[config.mk]
export PLATFORM = sky130hd
export DESIGN_NAME = morse_encoder
export DESIGN_NICKNAME = d
export VERILOG_FILES = /design/src/rtl/morse_pkg.sv /design/src/rtl/morse_rom.sv /design/src/rtl/morse_encoder.sv
export SDC_FILE = /design/constraint.sdc
export NUM_CORES = 1
export LEC_CHECK = 0
export ABC_AREA = 1
export BUFFER_PORTS_ARGS = -buffer_cell sky130_fd_sc_hd__buf_2
export CAP_MARGIN = 5
export CORE_MARGIN = 3
export CORE_UTILIZATION = 42
export CTS_BUF_LIST = sky130_fd_sc_hd__clkbuf_16
export CTS_CLUSTER_DIAMETER = 60
export DETAILED_ROUTE_END_ITERATION = 12
export HOLD_SLACK_MARGIN = 0.08
export PLACE_DENSITY_LB_ADDON = 0.05
export SLEW_MARGIN = 20
export SYNTH_ARGS = -nofsm -noshare
export SYNTH_HDL_FRONTEND = slang
export SYNTH_SLANG_ARGS = --single-unit
[constraint.sdc]
create_clock -name clk -period 1.3 [get_ports clk]
set_input_delay 0.325 -clock clk [delete_from_list [all_inputs] [get_ports clk]]
set_output_delay 0.325 -clock clk [all_outputs]
set_load 0.1 [all_outputs]
[src/rtl/morse_pkg.sv]
// rtl/morse_pkg.sv - shared state encoding, widths and letter patterns for the Morse encoder
package morse_pkg;

    localparam int PAT_W = 12;
    localparam int LEN_W = 4;

    typedef enum logic [1:0] {
        ST_IDLE = 2'd0,
        ST_ARM  = 2'd1,
        ST_SEND = 2'd2
    } state_t;

    // Patterns are MSB-first and left-justified; dot=1, dash=111, gap=0.
    localparam logic [PAT_W-1:0] PAT_A = 12'b1011_1000_0000;
    localparam logic [PAT_W-1:0] PAT_B = 12'b1110_1010_1000;
    localparam logic [PAT_W-1:0] PAT_C = 12'b1110_1011_1010;
    localparam logic [PAT_W-1:0] PAT_D = 12'b1110_1010_0000;
    localparam logic [PAT_W-1:0] PAT_E = 12'b1000_0000_0000;
    localparam logic [PAT_W-1:0] PAT_F = 12'b1010_1110_1000;
    localparam logic [PAT_W-1:0] PAT_G = 12'b1110_1110_1000;
    localparam logic [PAT_W-1:0] PAT_H = 12'b1010_1010_0000;

    localparam logic [LEN_W-1:0] LEN_A = 4'd5;
    localparam logic [LEN_W-1:0] LEN_B = 4'd9;
    localparam logic [LEN_W-1:0] LEN_C = 4'd11;
    localparam logic [LEN_W-1:0] LEN_D = 4'd7;
    localparam logic [LEN_W-1:0] LEN_E = 4'd1;
    localparam logic [LEN_W-1:0] LEN_F = 4'd9;
    localparam logic [LEN_W-1:0] LEN_G = 4'd9;
    localparam logic [LEN_W-1:0] LEN_H = 4'd7;

endpackage

[src/rtl/morse_rom.sv]
// rtl/morse_rom.sv - combinational letter-to-pattern lookup for letters A..H
module morse_rom
    import morse_pkg::*;
(
    input  logic [2:0]       letter_sel,
    output logic [PAT_W-1:0] pattern,
    output logic [LEN_W-1:0] len
);

    always_comb begin
        pattern = PAT_A;
        len     = LEN_A;
        case (letter_sel)
            3'd0: begin pattern = PAT_A; len = LEN_A; end
            3'd1: begin pattern = PAT_B; len = LEN_B; end
            3'd2: begin pattern = PAT_C; len = LEN_C; end
            3'd3: begin pattern = PAT_D; len = LEN_D; end
            3'd4: begin pattern = PAT_E; len = LEN_E; end
            3'd5: begin pattern = PAT_F; len = LEN_F; end
            3'd6: begin pattern = PAT_G; len = LEN_G; end
            3'd7: begin pattern = PAT_H; len = LEN_H; end
            default: begin pattern = PAT_A; len = LEN_A; end
        endcase
    end

endmodule

[src/rtl/morse_encoder.sv]
// rtl/morse_encoder.sv - serialises one Morse letter onto a LED, one bit per divider tick
module morse_encoder
    import morse_pkg::*;
(
    input  logic       clk,
    input  logic       reset,
    input  logic       tick,
    input  logic       start,
    input  logic [2:0] letter_sel,
    output logic       led,
    output logic       busy,
    output logic       done
);

    state_t            state_q, state_d;
    logic [PAT_W-1:0]  shreg_q, shreg_d;
    logic [LEN_W-1:0]  cnt_q, cnt_d;
    logic              led_q, led_d;
    logic              busy_q, busy_d;
    logic              done_q, done_d;
    logic              start_q;
    logic              start_edge;
    logic [PAT_W-1:0]  rom_pattern;
    logic [LEN_W-1:0]  rom_len;

    morse_rom u_rom (
        .letter_sel (letter_sel),
        .pattern    (rom_pattern),
        .len        (rom_len)
    );

    assign start_edge = start & ~start_q;

    // start_q resets high so a start held through reset is not seen as an edge.
    always_ff @(posedge clk or negedge reset) begin
        if (!reset) begin
            state_q <= ST_IDLE;
            shreg_q <= '0;
            cnt_q   <= '0;
            led_q   <= 1'b0;
            busy_q  <= 1'b0;
            done_q  <= 1'b0;
            start_q <= 1'b1;
        end else begin
            state_q <= state_d;
            shreg_q <= shreg_d;
            cnt_q   <= cnt_d;
            led_q   <= led_d;
            busy_q  <= busy_d;
            done_q  <= done_d;
            start_q <= start;
        end
    end

    always_comb begin
        state_d = state_q;
        shreg_d = shreg_q;
        cnt_d   = cnt_q;
        led_d   = led_q;
        busy_d  = busy_q;
        done_d  = 1'b0;
        case (state_q)
            ST_IDLE: begin
                led_d  = 1'b0;
                busy_d = 1'b0;
                if (start_edge) begin
                    shreg_d = rom_pattern;
                    cnt_d   = rom_len;
                    busy_d  = 1'b1;
                    state_d = ST_ARM;
                end
            end
            ST_ARM: begin
                if (tick) begin
                    led_d   = shreg_q[PAT_W-1];
                    shreg_d = {shreg_q[PAT_W-2:0], 1'b0};
                    cnt_d   = cnt_q - LEN_W'(1);
                    state_d = ST_SEND;
                end
            end
            ST_SEND: begin
                if (tick) begin
                    if (cnt_q != '0) begin
                        led_d   = shreg_q[PAT_W-1];
                        shreg_d = {shreg_q[PAT_W-2:0], 1'b0};
                        cnt_d   = cnt_q - LEN_W'(1);
                    end else begin
                        led_d   = 1'b0;
                        busy_d  = 1'b0;
                        done_d  = 1'b1;
                        state_d = ST_IDLE;
                    end
                end
            end
            default: state_d = ST_IDLE;
        endcase
    end

    assign led  = led_q;
    assign busy = busy_q;
    assign done = done_q;

endmodule
Yosys cells after proc, flatten, opt, wreduce, memory -nomap -nowiden
Memories as Yosys holds them, arrays and structs flattened.
Cells that the tools add are included.
- logic and storage cells: 52
- memories kept: 1
- bits of input ports: 7
- flip-flop bits (word level): 22
- memory bits (read-only): 96
- output and inout bits: 3
- memory list (memory ; depth ; bits a word ; rd ports ; clocked after memory_dff ; write ports ; RTL line ; source):
    (no name shown) ; 8 ; 12 ; 1 ; 0 ; 0 ; morse_rom.sv:13 ; case (letter_sel)
- mux-type cells: 26
- bitwise gates (word level): 2
- equal/unequal tests: 7
- add/subtract/negate cells: 1
- reductions and logical operators: 8
- operators with widths (cell ; count):
    $mux W12 ; 4
    $pmux W12 S3 ; 1
    $mux W4 ; 4
    $pmux W4 S3 ; 1
    $ne A2 B2 Y1 const B ; 5
    $mux W1 ; 9
    $mux W2 ; 4
    $pmux W2 S3 ; 1
    $reduce_and A3 Y1 ; 2
    $reduce_and A5 Y1 ; 1
    $reduce_and A4 Y1 ; 1
    $reduce_bool A4 Y1 ; 1
    $sub A4 B1 Y4 const B ; 1
    $pmux W1 S3 ; 1
    $reduce_bool A3 Y1 ; 1
    $eq A2 B1 Y1 const B ; 1
    $eq A2 B2 Y1 const B ; 1
    $logic_not A2 Y1 ; 1
    $pmux W1 S2 ; 1
    $reduce_bool A2 Y1 ; 1
    $and A1 B1 Y1 ; 1
    $not A1 Y1 ; 1

Depth between registers and ports, before layout
Gate-level depths: netlist of run 1.
- depth in word-level cells: 4
- depth in mapped cells: 8
- gate-level depth less buffers: 8

Hierarchy
A second synthesis of run 1 with hierarchy kept.
- cell total of the unflattened synthesis: 195
- area total of the unflattened synthesis: 1519.0 µm²
- modules (own cells, without submodules) (module ; cells each ; times used ; sequential area each (µm²) ; area an instance (µm²)):
    morse_encoder ; 163 ; 1 ; 551.8 ; 1336.3
    morse_rom ; 32 ; 1 ; 0.0 ; 182.7

Worst setup path after synthesis of run 1
OpenSTA, ideal clock, no wires.
- path type: flip-flop to flip-flop
- start point: register state_q[0]
- end point: register shreg_q[11]
- setup slack: -151 ps
- arrival: 1328 ps
- clock period less this slack: 1451 ps
- setup time: 123 ps
- required time: 1177 ps
- stages on the path, launching flop included: 8
- cells stage by stage: dfrtp_1 -> inv_1 -> ha_1 -> clkbuf_2 -> inv_1 -> or2_2 -> nand2_1 -> nand2_1
- cells in the longest elaborated chain, start to end: 3
- elaborated cells on any way between the ends: 10
- those cells by class: 6 x eq/ne; 1 x mux; 3 x reduce/logical
- RTL lines (item ; RTL line ; source):
    start: declaration ; morse_encoder.sv:15 ; state_t state_q, state_d;
    start signal: assignment ; morse_encoder.sv:45 ; state_q <= state_d;
    $eq A2 B2 Y1 (tied with other cells) ; morse_encoder.sv:62 ; case (state_q)
    $ne A2 B2 Y1 (no line) / $reduce_bool A3 Y1 (equally long branches) ; -- ;
    $reduce_and A5 Y1 (no line) ; -- ;
    end signal: assignment ; morse_encoder.sv:46 ; shreg_q <= shreg_d;
    end: declaration ; morse_encoder.sv:16 ; logic [PAT_W-1:0] shreg_q, shreg_d;
Several ways; a longest one is shown, not always the timed one.
A chain may end at the register's enable or synchronous reset.

Worst setup path after layout of run 1
- start point: register state_q[0]
- end point: register led_q (netlist: led)
- cells in the longest elaborated chain, start to end: 3
- elaborated cells on any way between the ends: 8
- those cells by class: 4 x eq/ne; 1 x mux; 3 x reduce/logical
- RTL lines (item ; RTL line ; source):
    $eq A2 B1 Y1 (tied with other cells) ; morse_encoder.sv:62 ;
    $ne A2 B2 Y1 (no line) / $reduce_bool A3 Y1 (equally long branches) ; -- ;
    $reduce_and A3 Y1 (no line) ; -- ;
    end signal: assignment ; morse_encoder.sv:48 ; led_q <= led_d;
    end: declaration ; morse_encoder.sv:18 ; logic led_q, led_d;
Several ways; a longest one is shown, not always the timed one.

==> impl_metrics.json, run 1 <==
{
  "synth_top_area_cell": "dfrtp_1",
  "max_slew_margin_pct": 67.67,
  "maxCapViolCount": 0,
  "r2r_setup_slack_ns": -0.12,
  "overflow": 0,
  "wl_met2_um": 1412,
  "met3_length_um": 82,
  "power.total_mw": 5.025,
  "fin_ws_ns": -0.1215,
  "final_cells": 232,
  "drt_iter0_drc": 29,
  "cts_max_path_buffers": 2,
  "num_rows": 19,
  "die_h_um": 60.47,
  "cts_tree": "yes",
  "r2r-start": "state_q[0]",
  "grt_max_degree": 22,
  "ir_worst_vdd_mv": 1.934,
  "hold_start": "start",
  "crit_fanout": 4,
  "ios": 10,
  "power_density_mw_per_mm2": 2727,
  "finalCriticalPeriod_ns": 1.421,
  "cp_common_cell": "buf_6",
  "design.core.area_mm2": 0.002781,
  "clkPwrFrac_pct": 13.3,
  "timing.hold.ws_ns": 0.1755,
  "met1_length_um": 1392,
  "num_vias": 1148,
  "netlist_area_mm2": 0.001246,
  "syn_area_per_cell_um2": 7.789,
  "synth_cell_types": 21,
  "cpPeakStageDelay_ns": 0.46,
  "cp-start-kind": "register",
  "cts_buffers": 3,
  "drc_errors": 0,
  "grt_pass1_vias": 1062,
  "viasPerCell": 4.948,
  "seqPwrFrac_pct": 22.5,
  "finClkSkew_ns": 0.005119,
  "dp.final_hpwl_um": 2014,
  "swShare_pct": 43.18,
  "cpLargestDelayFamily": "buffers and inverters",
  "antennaDiodeCount": 0,
  "status": "complete, but fails checks",
  "clock-sinks": 21,
  "grt_pass1_wl_um": 4781,
  "comb_power_share_pct": 64.2,
  "crit_type": "reg -> reg",
  "layout_common_cells": "54 x nand2_1, 25 x buf_4, 19 x dfrtp_1",
  "fmax_mhz": 703.5,
  "arrival_ns": 1.60,
  "setup_viol": 18,
  "drtPass1Iterations": 4,
  "crit_path_end_kind": "register",
  "portBuffers": 9,
  "worst_pin_slew_ns": 0.4850,
  "antenna_found_initial": 0,
  "area.growth.synth_to_final_pct": 47.89,
  "htreeDepth": 1,
  "die_w_um": 60.47,
  "final_common_cell": "nand2_1",
  "violations": "setup timing",
  "yosysWarnings": 0,
  "wl_per_cell_um": 12.59,
  "routed_wirelength_um": 2920,
  "placed_area_mm2": 0.001569,
  "post-route-util_pct": 66.26,
  "cp_slowest_cell": "dfrtp_2",
  "power_switching_mw": 2.170,
  "initial_core_util_pct": 44.80,
  "synthesis.instances": 160,
  "synth_top_area_share_pct": 40.16,
  "design_area_mm2": 0.001843,
  "layout.nets": 220,
  "synth-seq-cells": 21,
  "p_leak_nw": 0.9519,
  "synth-seq-area-share_pct": 42.27,
  "critPathRequiredTime_ns": 1.48,
  "die-area_mm2": 0.003657,
  "hp-class": "in -> reg",
  "slew_violations": 0,
  "gp_congestion": 0.8147,
  "top_layer_used": "met4",
  "crit_buf_inv": 5,
  "synth_nets": 178,
  "p_int_mw": 2.856,
  "crit_path_cell_trace": "inv_4 > ha_4 > buf_4 > buf_6 > inv_6 > nor2_4 > buf_6 > nor2_2 > o21ai_1",
  "layout-drive-gt1-share_pct": 41.29,
  "place_inst": 218,
  "finalHoldViolCount": 0,
  "ant_nets": 0,
  "grt_use_total_pct": 17.48,
  "cts-root-buf": "clkbuf_16",
  "crit_start": "state_q[0]",
  "clock_latency_ns": 0.26,
  "post-route-period-util_pct": 109.3,
  "clk_pin_slew_ns": 0.06,
  "rsz0062_at_grt": "yes",
  "synth.area.top_cells": "dfrtp_1 40%, nand2_1 19%, ha_1 11%"
}
-- final timing paths --
kind / cells after the start / endpoint
min reg2reg: 2 / shreg_q[9]
max: 9 / led
max in group asynchronous: 2 / state_q[0]
min: 1 / start_q
max reg2reg: 9 / led
min in group asynchronous: 2 / cnt_q[0]
-- per-layer routing --
metal	GRT usage (%)	up-vias
li1	-	594
met2	28.09	12
met5	0	-
met3	2.766	5
met1	24.27	537
met4	5.573	0
-- area by class of cell --
cell class | count | area (um^2)
fillers | 233 | 938.4
multi-input cells | 120 | 775.7
flip-flops and latches | 21 | 528.0
repair buffers | 41 | 355.3
clock buffers | 3 | 75.07
inverters | 15 | 66.31
well taps | 31 | 38.79
clock inverters | 1 | 3.754
-- worst register-to-register path: stages (launching register included) --
cell and delay, ns:
dfrtp_2 0.46, inv_4 0.10, ha_4 0.17, buf_4 0.11, buf_6 0.11, inv_6 0.04
nor2_4 0.11, buf_6 0.11, nor2_2 0.02, o21ai_1 0.12
-- cells by family (layout without fill, tap and decap cells) --
logic type / after synthesis / in the layout / synth area share [%]
buffers and inverters: 20 / 60 / 7.027
AOI/OAI and AO/OA: 29 / 29 / 13.05
xor gates and xnor gates: 1 / 1 / 0.7029
adders and majority gates: 11 / 11 / 11.04
DFF: 21 / 21 / 42.27
and+or+nand+nor: 78 / 79 / 25.90
-- power by group through the flow --
stage | registers [mW] | clock network (mW) | logic (mW)
after floorplan | 1.19 | 0 | 1.69
after global placement | 1.09 | 0 | 2.61
after detailed placement | 1.11 | 0 | 2.63
after CTS | 1.12 | 0.674 | 2.93
after global routing | 1.16 | 0.695 | 3.56
final | 1.13 | 0.668 | 3.23
-- flip-flops by register name, indices dropped and copies added, names as in the netlist --
signal,flops
busy,1
cnt_q,4
done,1
led,1
shreg_q,11
start_q,1
state_q,2
-- through the flow --
stage          setup TNS (ns)  worst slack [ns]
2_1_floorplan         -0.5427          -0.04976
3_3_place_gp           -1.981           -0.1437
3_5_place_dp           -2.736           -0.2086
4_1_cts                -1.696           -0.1074
5_1_grt                -3.450           -0.2092
6_report               -1.931           -0.1215
-- synthesized netlist by cell type, drive strengths merged --
cell type	count
nand3	4
ha	11
dfrtp	20
inv	15
dfstp	1
o21bai	1
buf	2
xnor2	1
nand4	2
a22o	1
a21oi	1
o21ai	26
or2	1
nand2	64
clkbuf	3
nor2	7
-- what timing repair did --
item	CTS	global route
resized for setup	19	26
pin swaps	11	11
hold endpoints to repair	20	0
buffers inserted	7	2
gates cloned	1	0
setup endpoints to repair	18	19
hold buffers	1	0
(Power assumes the default switching activity.)
==> run 2, diff against run 1 <==
--- a/config.mk
+++ b/config.mk
@@ -13,9 +13,11 @@
 export CTS_BUF_LIST = sky130_fd_sc_hd__clkbuf_16
 export CTS_CLUSTER_DIAMETER = 60
 export DETAILED_ROUTE_END_ITERATION = 12
+export GPL_TIMING_DRIVEN = 0
 export HOLD_SLACK_MARGIN = 0.08
 export PLACE_DENSITY_LB_ADDON = 0.05
 export SLEW_MARGIN = 20
 export SYNTH_ARGS = -nofsm -noshare
 export SYNTH_HDL_FRONTEND = slang
 export SYNTH_SLANG_ARGS = --single-unit
+export TNS_END_PERCENT = 50
==> run 2 against run 1 <==
Effect of this change: the flow still finishes with violations (setup timing); sequential share of layout area grew 1.6 points; global-route usage hardly changed; combinational power decreased by 3%; total power fell by 2.0%; critical path depth down 1; cell area down 5.4%; clock skew shrank 0.0040 ns; wire length grew 1.1%; worst setup slack lost 0.029 ns.
==> impl_metrics.json, run 2 (synthesis gave the netlist of run 1 again) <==
{
  "arrival_ns": 1.65,
  "grt_pass1_vias": 1075,
  "crit_type": "reg -> reg",
  "largestRegisters": "shreg_q x11, cnt_q x4, state_q x2",
  "htreeDepth": 1,
  "maxCapViolCount": 0,
  "initial_core_util_pct": 44.80,
  "crit_path_end_kind": "register",
  "fmax_mhz": 689.2,
  "layout-drive-gt1-share_pct": 36.32,
  "rsz0062_at_grt": "yes",
  "ios": 10,
  "status": "complete, but fails checks",
  "routed_wirelength_um": 2952,
  "largest_reg_flops": 11,
  "clk_pin_slew_ns": 0.06,
  "wl_per_cell_um": 13.36,
  "die_w_um": 60.47,
  "num_vias": 1132,
  "cts_max_path_buffers": 2,
  "antenna_found_initial": 0,
  "cts_tree": "yes",
  "clock_latency_ns": 0.25,
  "regMostFlops": "shreg_q",
  "finalHoldViolCount": 0,
  "die-area_mm2": 0.003657,
  "grt_max_degree": 22,
  "overflow": 0,
  "violations": "setup timing",
  "drt_iter0_drc": 22,
  "finalCriticalPeriod_ns": 1.451,
  "drc_errors": 0,
  "crit_fanout": 5,
  "power.total_mw": 4.926,
  "p_leak_nw": 0.9007,
  "fin_ws_ns": -0.1509,
  "gp_congestion": 0.9036,
  "design.core.area_mm2": 0.002781,
  "grt_pass1_wl_um": 4823,
  "worst_pin_slew_ns": 0.4915,
  "drtPass1Iterations": 4,
  "num_rows": 19,
  "cts-root-buf": "clkbuf_16",
  "cp-start-kind": "register",
  "viasPerCell": 5.122,
  "r2r_setup_slack_ns": -0.15,
  "dp.final_hpwl_um": 1867,
  "layout.nets": 209,
  "antennaDiodeCount": 0,
  "post-route-period-util_pct": 111.6,
  "portBuffers": 9,
  "power_density_mw_per_mm2": 2824,
  "timing.hold.ws_ns": 0.1754,
  "area.growth.synth_to_final_pct": 39.96,
  "slew_violations": 0,
  "grt_use_total_pct": 17.49,
  "final.setup.tns_ns": -2.214,
  "n_fill_cell": 235,
  "hp-class": "in -> reg",
  "die_h_um": 60.47,
  "cts_buffers": 3,
  "setup_viol": 18,
  "ir_worst_vdd_mv": 1.857,
  "max_slew_margin_pct": 67.23,
  "finClkSkew_ns": 0.001137,
  "critPathRequiredTime_ns": 1.50,
  "final_common_cell": "nand2_1",
  "ant_nets": 0,
  "layout_common_cells": "53 x nand2_1, 19 x dfrtp_1, 16 x buf_4",
  "clock-sinks": 21
}
[run 2: changes by cell type in the layout (fill, tap and decap cells not counted), moves of 2 or more]
cell,previous run,this run
nor2_4,3,5
nand3_1,1,3
buf_4,25,16
nand3_2,3,1
o21ai_2,6,4
nor2_2,3,0
clkbuf_8,0,2
buf_6,6,2
buf_12,3,0
o21ai_0,8,10
[run 2: final timing paths]
| kind | start | to | cells after the start |
|---|---|---|---|
| max in group asynchronous | reset | state_q[0] | 2 |
| min in group asynchronous | reset | led | 2 |
| worst max-delay path | state_q[0] | cnt_q[2] | 8 |
| worst min-delay path | start | start_q | 1 |
| worst max register to register | state_q[0] | cnt_q[2] | 8 |
| worst min register to register | shreg_q[2] | shreg_q[2] | 2 |
[run 2: layer usage]
layer / vias to the layer above / global-route usage [%] / wire [um]
met4: 0 / 6.502 / 45
met5: - / 0 / 0
met2: 7 / 27.78 / 1408
li1: 572 / - / -
met3: 5 / 1.915 / 47
met1: 548 / 24.61 / 1451
[run 2: through the flow]
stage / instance area [um^2] / utilization [%] / setup WS (ns) / instances
floorplan: 1299 / - / -0.04976 / 160
global route: 1744 / 62.71 / -0.2416 / 221
CTS: 1635 / 58.79 / -0.1517 / 216
global placement: 1383 / 49.71 / -0.1882 / 200
detailed placement: 1383 / 49.71 / -0.2119 / 200
finish: 1744 / 62.71 / -0.1509 / 221
[run 2: what timing repair did]
action | in CTS | in global routing
resized for setup | 22 | 26
endpoints found under the setup margin | 21 | 19
pin swaps | 9 | 8
endpoints found under the hold margin | 20 | 0
cloned | 3 | 0
setup buffers | 8 | 5
hold buffers | 1 | 0
[run 2: layout make-up]
type,instances,area [um^2],share of cell area [%]
tap,31,38.79,2.224
clock inverter,1,3.754,0.2152
sequential,21,528.0,30.27
buffer,5,78.83,4.519
clock buffer,3,75.07,4.304
multi-input combinational,120,777.0,44.55
inverter,15,63.81,3.659
timing repair buffer,25,178.9,10.26
[run 2: worst max-delay path, stage by stage, from the launching register on]
cell	delay (ns)
dfrtp_2	0.43
inv_4	0.07
ha_4	0.18
o21bai_4	0.17
nand2_4	0.10
nor2_4	0.16
buf_6	0.16
nand2_2	0.05
nand2_1	0.06
[run 2: power by group]
group | switching [mW] | internal, mW | leakage [nW]
combinational | 1.72 | 1.41 | 0.594
sequential | 0.211 | 0.929 | 0.264
clock | 0.248 | 0.411 | 0.0423
total | 2.18 | 2.75 | 0.901
